--- src/rtl/mem_stage.sv ---
// MIPS memory stage: word-addressed data RAM below MMIO_BASE, and above it a
// STATUS/DROPCLR register pair plus a posted-write queue drained over valid/ready.
module mem_stage #(
    parameter int unsigned RAM_WORDS  = 64,
    parameter logic [31:0] MMIO_BASE  = 32'hFFFF_0000,
    parameter int unsigned FIFO_DEPTH = 4
) (
    input  logic        clk_i,
    input  logic        reset_i,
    input  logic        enable_wmem_i,
    input  logic [31:0] alu_out_i32,
    input  logic [31:0] write_data_i32,
    output logic [31:0] read_data_o32,
    output logic        mmio_valid_o,
    input  logic        mmio_ready_i,
    output logic [15:0] mmio_addr_o16,
    output logic [31:0] mmio_data_o32,
    output logic [7:0]  drop_count_o8
);

    localparam int unsigned IW = $clog2(RAM_WORDS);
    localparam int unsigned PW = $clog2(FIFO_DEPTH);
    localparam int unsigned CW = $clog2(FIFO_DEPTH + 1);

    typedef struct packed {
        logic [15:0] addr;
        logic [31:0] data;
    } mmio_req_t;

    logic [31:0]   ram_q  [RAM_WORDS];
    mmio_req_t     fifo_q [FIFO_DEPTH];

    logic [PW-1:0] wptr_q, wptr_d;
    logic [PW-1:0] rptr_q, rptr_d;
    logic [CW-1:0] count_q, count_d;
    logic [7:0]    drop_q, drop_d;

    logic          is_mmio, is_reg, is_queue, reg_status, reg_dropclr;
    logic          full, pop, push_req, push, drop;
    logic [15:0]   offset;
    logic [IW-1:0] ram_idx;
    mmio_req_t     head;

    assign is_mmio     = alu_out_i32 >= MMIO_BASE;
    assign offset      = alu_out_i32[15:0];
    assign ram_idx     = alu_out_i32[IW+1:2];
    assign is_reg      = is_mmio && (offset[15:4] == 12'h000);
    assign is_queue    = is_mmio && !is_reg;
    assign reg_status  = is_reg && (offset[3:2] == 2'd0);
    assign reg_dropclr = is_reg && (offset[3:2] == 2'd1);

    assign full     = (count_q == CW'(FIFO_DEPTH));
    assign pop      = mmio_valid_o && mmio_ready_i;
    assign push_req = enable_wmem_i && is_queue;
    // A full queue still takes a store when the head leaves on the same edge.
    assign push     = push_req && (!full || pop);
    assign drop     = push_req && full && !pop;

    always_comb begin
        wptr_d  = wptr_q;
        rptr_d  = rptr_q;
        count_d = count_q;
        drop_d  = drop_q;
        if (push) wptr_d = wptr_q + PW'(1);
        if (pop)  rptr_d = rptr_q + PW'(1);
        if (push && !pop)      count_d = count_q + CW'(1);
        else if (pop && !push) count_d = count_q - CW'(1);
        if (enable_wmem_i && reg_dropclr)  drop_d = 8'd0;
        else if (drop && drop_q != 8'hFF)  drop_d = drop_q + 8'd1;
        if (!reset_i) begin
            wptr_d  = '0;
            rptr_d  = '0;
            count_d = '0;
            drop_d  = '0;
        end
    end

    always_ff @(posedge clk_i) begin
        wptr_q  <= wptr_d;
        rptr_q  <= rptr_d;
        count_q <= count_d;
        drop_q  <= drop_d;
    end

    // Storage arrays carry no reset; stores seen during reset are discarded.
    always_ff @(posedge clk_i) begin
        if (reset_i && enable_wmem_i && !is_mmio) ram_q[ram_idx] <= write_data_i32;
        if (reset_i && push) fifo_q[wptr_q] <= {offset, write_data_i32};
    end

    assign head          = fifo_q[rptr_q];
    assign mmio_valid_o  = (count_q != '0);
    assign mmio_addr_o16 = mmio_valid_o ? head.addr : 16'h0000;
    assign mmio_data_o32 = mmio_valid_o ? head.data : 32'h0;
    assign drop_count_o8 = drop_q;

    always_comb begin
        read_data_o32 = 32'h0;
        if (!is_mmio)        read_data_o32 = ram_q[ram_idx];
        else if (reg_status) read_data_o32 = {16'h0000, drop_q, 8'(count_q)};
    end

endmodule

--- config.mk ---
export PLATFORM = sky130hd
export DESIGN_NAME = mem_stage
export DESIGN_NICKNAME = d
export VERILOG_FILES = /design/src/rtl/mem_stage.sv
export SDC_FILE = /design/constraint.sdc
export NUM_CORES = 2
export LEC_CHECK = 0
export ABC_CLOCK_PERIOD_IN_PS = 6500
export CORE_ASPECT_RATIO = 1.1
export CORE_MARGIN = 2
export CORE_UTILIZATION = 55
export CTS_CLUSTER_SIZE = 24
export DETAILED_ROUTE_END_ITERATION = 10
export GPL_TIMING_DRIVEN = 0
export PLACE_DENSITY = 0.72
export SYNTH_ARGS = -nofsm -noshare
export SYNTH_HDL_FRONTEND = slang
export SYNTH_SLANG_ARGS = --single-unit
--- constraint.sdc ---
create_clock -name clk_i -period 6.5 [get_ports clk_i]
set_input_delay 0.65 -clock clk_i [delete_from_list [all_inputs] [get_ports clk_i]]
set_output_delay 0.65 -clock clk_i [all_outputs]
set_load 0.05 [all_outputs]
# After elaboration in Yosys (flattened, before gate mapping)
# Memory sizes are Yosys's and may differ from the RTL's. A register that Yosys moved wholly into a read port is not among the register bits.
# Index checks and enable logic that the tools add are counted.
# op_classes
add_sub_neg,5
order_cmp,1
eq_ne,3
muxes,12
n_bitwise,1
n_reduce_logical,27
# op_table
cell,n
2-to-1 mux 32 bit,2
greater-or-equal comparator 32 bit (second input constant),1
2-to-1 mux 16 bit,2
logical AND 1 bit,16
zero test 12 bit,1
adder 8 x 1 -> 8 bit (second input constant),1
!= test 8 bit (second input constant),1
2-to-1 mux 3 bit,2
zero test 1 bit,5
adder 2 x 1 -> 2 bit (second input constant),2
2-to-1 mux 1 bit,4
2-to-1 mux 2 bit,2
adder 3 x 1 -> 3 bit (second input constant),1
== test 3 bit (second input constant),1
nonzero test 3 bit,1
subtractor 3 x 1 -> 3 bit (second input constant),1
== test 2 x 1 -> 1 bit (second input constant),1
zero test 2 bit,1
nonzero test 2 bit,1
OR reduction 2 bit,1
logical OR 1 bit,1
inverter 1 bit,1
# totals
reg_bits,15
ramBits,2240
word_cells,55
mem_count,2
# mem_list
name,depth,word_bits,rd,rd_clocked_by_memory_dff,write_ports,line,text
ram_q,64,32,1,0,1,30,logic [31:0] ram_q [RAM_WORDS];
fifo_q,4,48,1,1,1,31,mmio_req_t fifo_q [FIFO_DEPTH];

# Depth between registers and ports, before layout
# depth
depth_word,10
ltp_mapped,11
mapped_depth_nobuf,10

# Least setup slack after synthesis
# Ideal clock, no wire load.
# synth_timing
path_type,in2out
startpoint,input port alu_out_i32[4]
endpoint,output port read_data_o32[17]
arrival_ps,3072
path_slack_ps,2778
path_stages,7
path_cell_list,buf_2 -> buf_2 -> buf_2 -> buf_2 -> clkbuf_1 -> a211oi_1 -> o32ai_1
# synth_between
elab_chain_cells,2
word_cells_on_any_way,3
cone_classes,order compare (1); mux (1); memory (1)
# synth_lines
element,line,text
start: declaration,11,"input logic [31:0] alu_out_i32,"
greater-or-equal comparator 32 bit / memory read (64 x 32 bit) (equally long branches),-,
2-to-1 mux 32 bit *,99,if (!is_mmio) read_data_o32 = ram_q[ram_idx];
end: declaration,13,"output logic [31:0] read_data_o32,"
# Mark *: on every way between the ends. The rest lies on a longest branch, timed or not.

# Final worst setup path
# layout_timing
startpoint,input port alu_out_i32[4]
endpoint,output port read_data_o32[5]
# Same word-level chain as after synthesis.

==> impl_metrics.yaml <==
drt:
  antenna_left: 0
  wl_per_cell_um: 44.0
  drc: 0
  num_vias: 48400
  drt-initial-drc-count: 9293
  wl_mm: 292
  vias_per_cell: 7.30
  dr.pass1.iters: 10
clocking:
  cts_buffers: 203
  clock_latency_ns: 0.87
  clkSinkCount: 2257
  clockBufferDepth: 3
  clkSlewWorstSetupHoldPaths_ns: 0.06
  htree_levels: 4
  cts-root-buf: "clkbuf_16"
  cts_tree: "built"
sta:
  slew_headroom: -0.0743
  hold_viol: 0
  tns_ns: -1.06
  fmax_mhz: 148
  slew_viol_final: 22
  fin_ws_ns: -0.250
  grt_setup_unrepaired: "no"
  worst_pin_slew_ns: 1.61
  finClkSkew_ns: 0.0250
  period_share: 1.04
  setup_viol: 10
  finalCriticalPeriod_ns: 6.75
setup_path:
  critPathKind: "input port to output pin"
  cp_common_cell: "buf_2"
  slowest_delay_ns: 1.05
  worstPathMaxFanout: 10
  r2r_cells: 8
  cp_slowest_cell: "mux2i_1"
  crit_chain: "clkdlybuf4s50_1, buf_2, buf_2, buf_2, buf_2, mux2i_1, o22ai_1, a21oi_1, o21ai_1, clkdlybuf4s50_1"
  end_kind: "output pin"
  startpoint_type: "input port"
  crit_required_ns: 5.85
  cp.arrival_ns: 6.10
logic_synthesis:
  synthesis.nets: 3917
  yosys_most_used_dff: "edfxtp_1"
  synth_top_area_share: 0.774
  synthCells: 3842
  synth_simple_gate_area_frac: 0.0209
  synthMuxAreaShare: 0.167
  ys_seq_area_frac: 0.778
  synth_cell_type_count: 64
  yosysWarnings: 0
  synth_top_family_by_area: "multiplexers"
  synthAdderAreaFrac: 0.00109
  ys_ff_latch: 2257
  async_flop_share: 0
  syn_area_um2: 86900
  syn_avg_cell_area_um2: 22.6
  synth.largest_area_cell: "edfxtp_1"
  synth-xor-area-share: 0.00121
  synth.area.top_cells: "edfxtp_1, mux4_2, mux2i_1"
  synth_compound_area_frac: 0.0172
  synth-edff-count: 2240
pwr:
  p_leak_nw: 32.1
  p_seq_frac: 0.502
  p_sw_mw: 7.73
  peakVddDrop_mv: 0.346
  p_int_mw: 24.3
  pwr-share-clk: 0.391
  p_sw_frac: 0.241
  power.density_nw_per_um2: 315
  combPwrFrac: 0.107
layout:
  nets: 4435
  postLayoutCellArea_um2: 102000
  instances_no_fill: 6634
  final_common_cell: "edfxtp_1"
  area_growth_pct: 17.0
  layout_common_cells: "edfxtp_1, mux4_2, clkbuf_16"
  drive_above_1_share: 0.285
  fillers: 9779
hold_path:
  worstHoldPathCells: 1
  hold_class: "input port to flip-flop"
die:
  start_util: 0.552
  die_area_um2: 161000
  core_area_um2: 158000
  die_h_um: 421
  num_rows: 153
  ioPinCount: 157
  die_width_um: 383
grt:
  grt_use_total: 0.365
  grt_max_degree: 69
  grt-ovfl-total: 0
  grt_pass1_wl_mm: 388
  antenna_found_initial: 24
  grt_pass1_vias: 46200
place:
  dp.cells: 6243
  dpl_cell_area_um2: 94700
  gp_congestion: 0.925
  portBuffers: 156
  dpl_worst_slack_ns: -0.133
  hpwl_mm: 191
status:
  status: "complete, but fails checks"
  failed_checks: "max-capacitance violations, max-slew violations, negative setup slack"
run:
  maxCapViolCount: 2
-- synthesized netlist by cell type, drive strengths merged, types with 10 or more instances --
cell / instances
mux4: 556
o21ai: 31
nand3: 30
a21oi: 54
nand4: 13
edfxtp: 2240
xnor2: 10
nor4: 17
dfxtp: 17
nor3: 29
buf: 163
o22ai: 45
mux2i: 198
clkbuf: 49
nand2: 71
a22oi: 53
nor2b: 13
nor2: 98
and2: 61
-- registers in the layout, summed over array words and instances, names as in the netlist, named ones only --
name	flops
wptr_q	2
rptr_q	2
ram_q	2048
drop_count_o8	8
count_q	3
fifo_q	192
-- area by class of cell --
cell class | count | area (um^2) | area share
Sequential cell | 2257 | 67600 | 0.665
Multi-Input combinational cell | 1365 | 18600 | 0.182
Clock buffer | 243 | 5340 | 0.0525
Timing Repair Buffer | 313 | 4700 | 0.0462
Tap cell | 2092 | 2620 | 0.0257
Clock inverter | 135 | 1590 | 0.0156
Buffer | 212 | 1230 | 0.0121
Inverter | 8 | 30.0 | 0.000295
Antenna cell | 9 | 22.5 | 0.000221
-- routing by layer --
metal / up-vias / GRT usage / routed length (um)
met5: - / 0 / 137
met4: 16 / 0.242 / 23900
met3: 1238 / 0.146 / 47000
met2: 5203 / 0.543 / 130000
met1: 24600 / 0.443 / 90500
li1: 17300 / - / -
-- power groups by stage --
stage               clock network, mW  registers, mW  logic, mW
floorplan                           0           16.4       1.95
global placement                    0           16.4       3.23
detailed placement                  0           16.4       3.34
CTS                              12.5           16.1       3.36
global route                     13.0           16.1       3.51
finish                           12.5           16.1       3.42
-- worst max-delay path: cells and delay by family --
| kind | cells | cell delay [ns] |
|---|---|---|
| AOI/OAI and AO/OA | 3 | 1.17 |
| buffers and inverters | 6 | 3.18 |
| muxes | 1 | 1.05 |
-- per-stage QoR --
step | hold slack (ns) | utilization | power [mW]
5_1_grt | 0.0907 | 0.645 | 32.6
6_report | 0.0984 | 0.645 | 32.1
3_5_place_dp | 0.559 | 0.601 | 19.7
4_1_cts | 0.0717 | 0.645 | 32.0
2_1_floorplan | 0.481 | - | 18.3
3_3_place_gp | 0.538 | 0.578 | 19.7
-- path summary, 6_finish.rpt --
| kind | startpoint | end | slack (ns) |
|---|---|---|---|
| max | alu_out_i32[4] | read_data_o32[5] | -0.25 |
| min | write_data_i32[1] | fifo_q[3][1] | 0.1 |
| min reg2reg | wptr_q[1] | wptr_q[1] | 0.56 |
| max reg2reg | count_q[1] | count_q[2] | 3.92 |
-- what timing repair did --
action,CTS,global route
buffers inserted,3,0
pin swaps,1,1
setup endpoints to repair,4,8
hold buffers,0,0
gates resized for setup,2,15
-- cells by family after synthesis --
family                   count (synthesis)
adder cells (fa/ha/maj)                  7
AO/OA/AOI/OAI                          230
buffers and inverters                  220
XOR/XNOR                                12
AND/OR/NAND/NOR                        360
multiplexers                           756
flip-flops                            2257
Note: power is estimated with default switching activity, not from simulation.
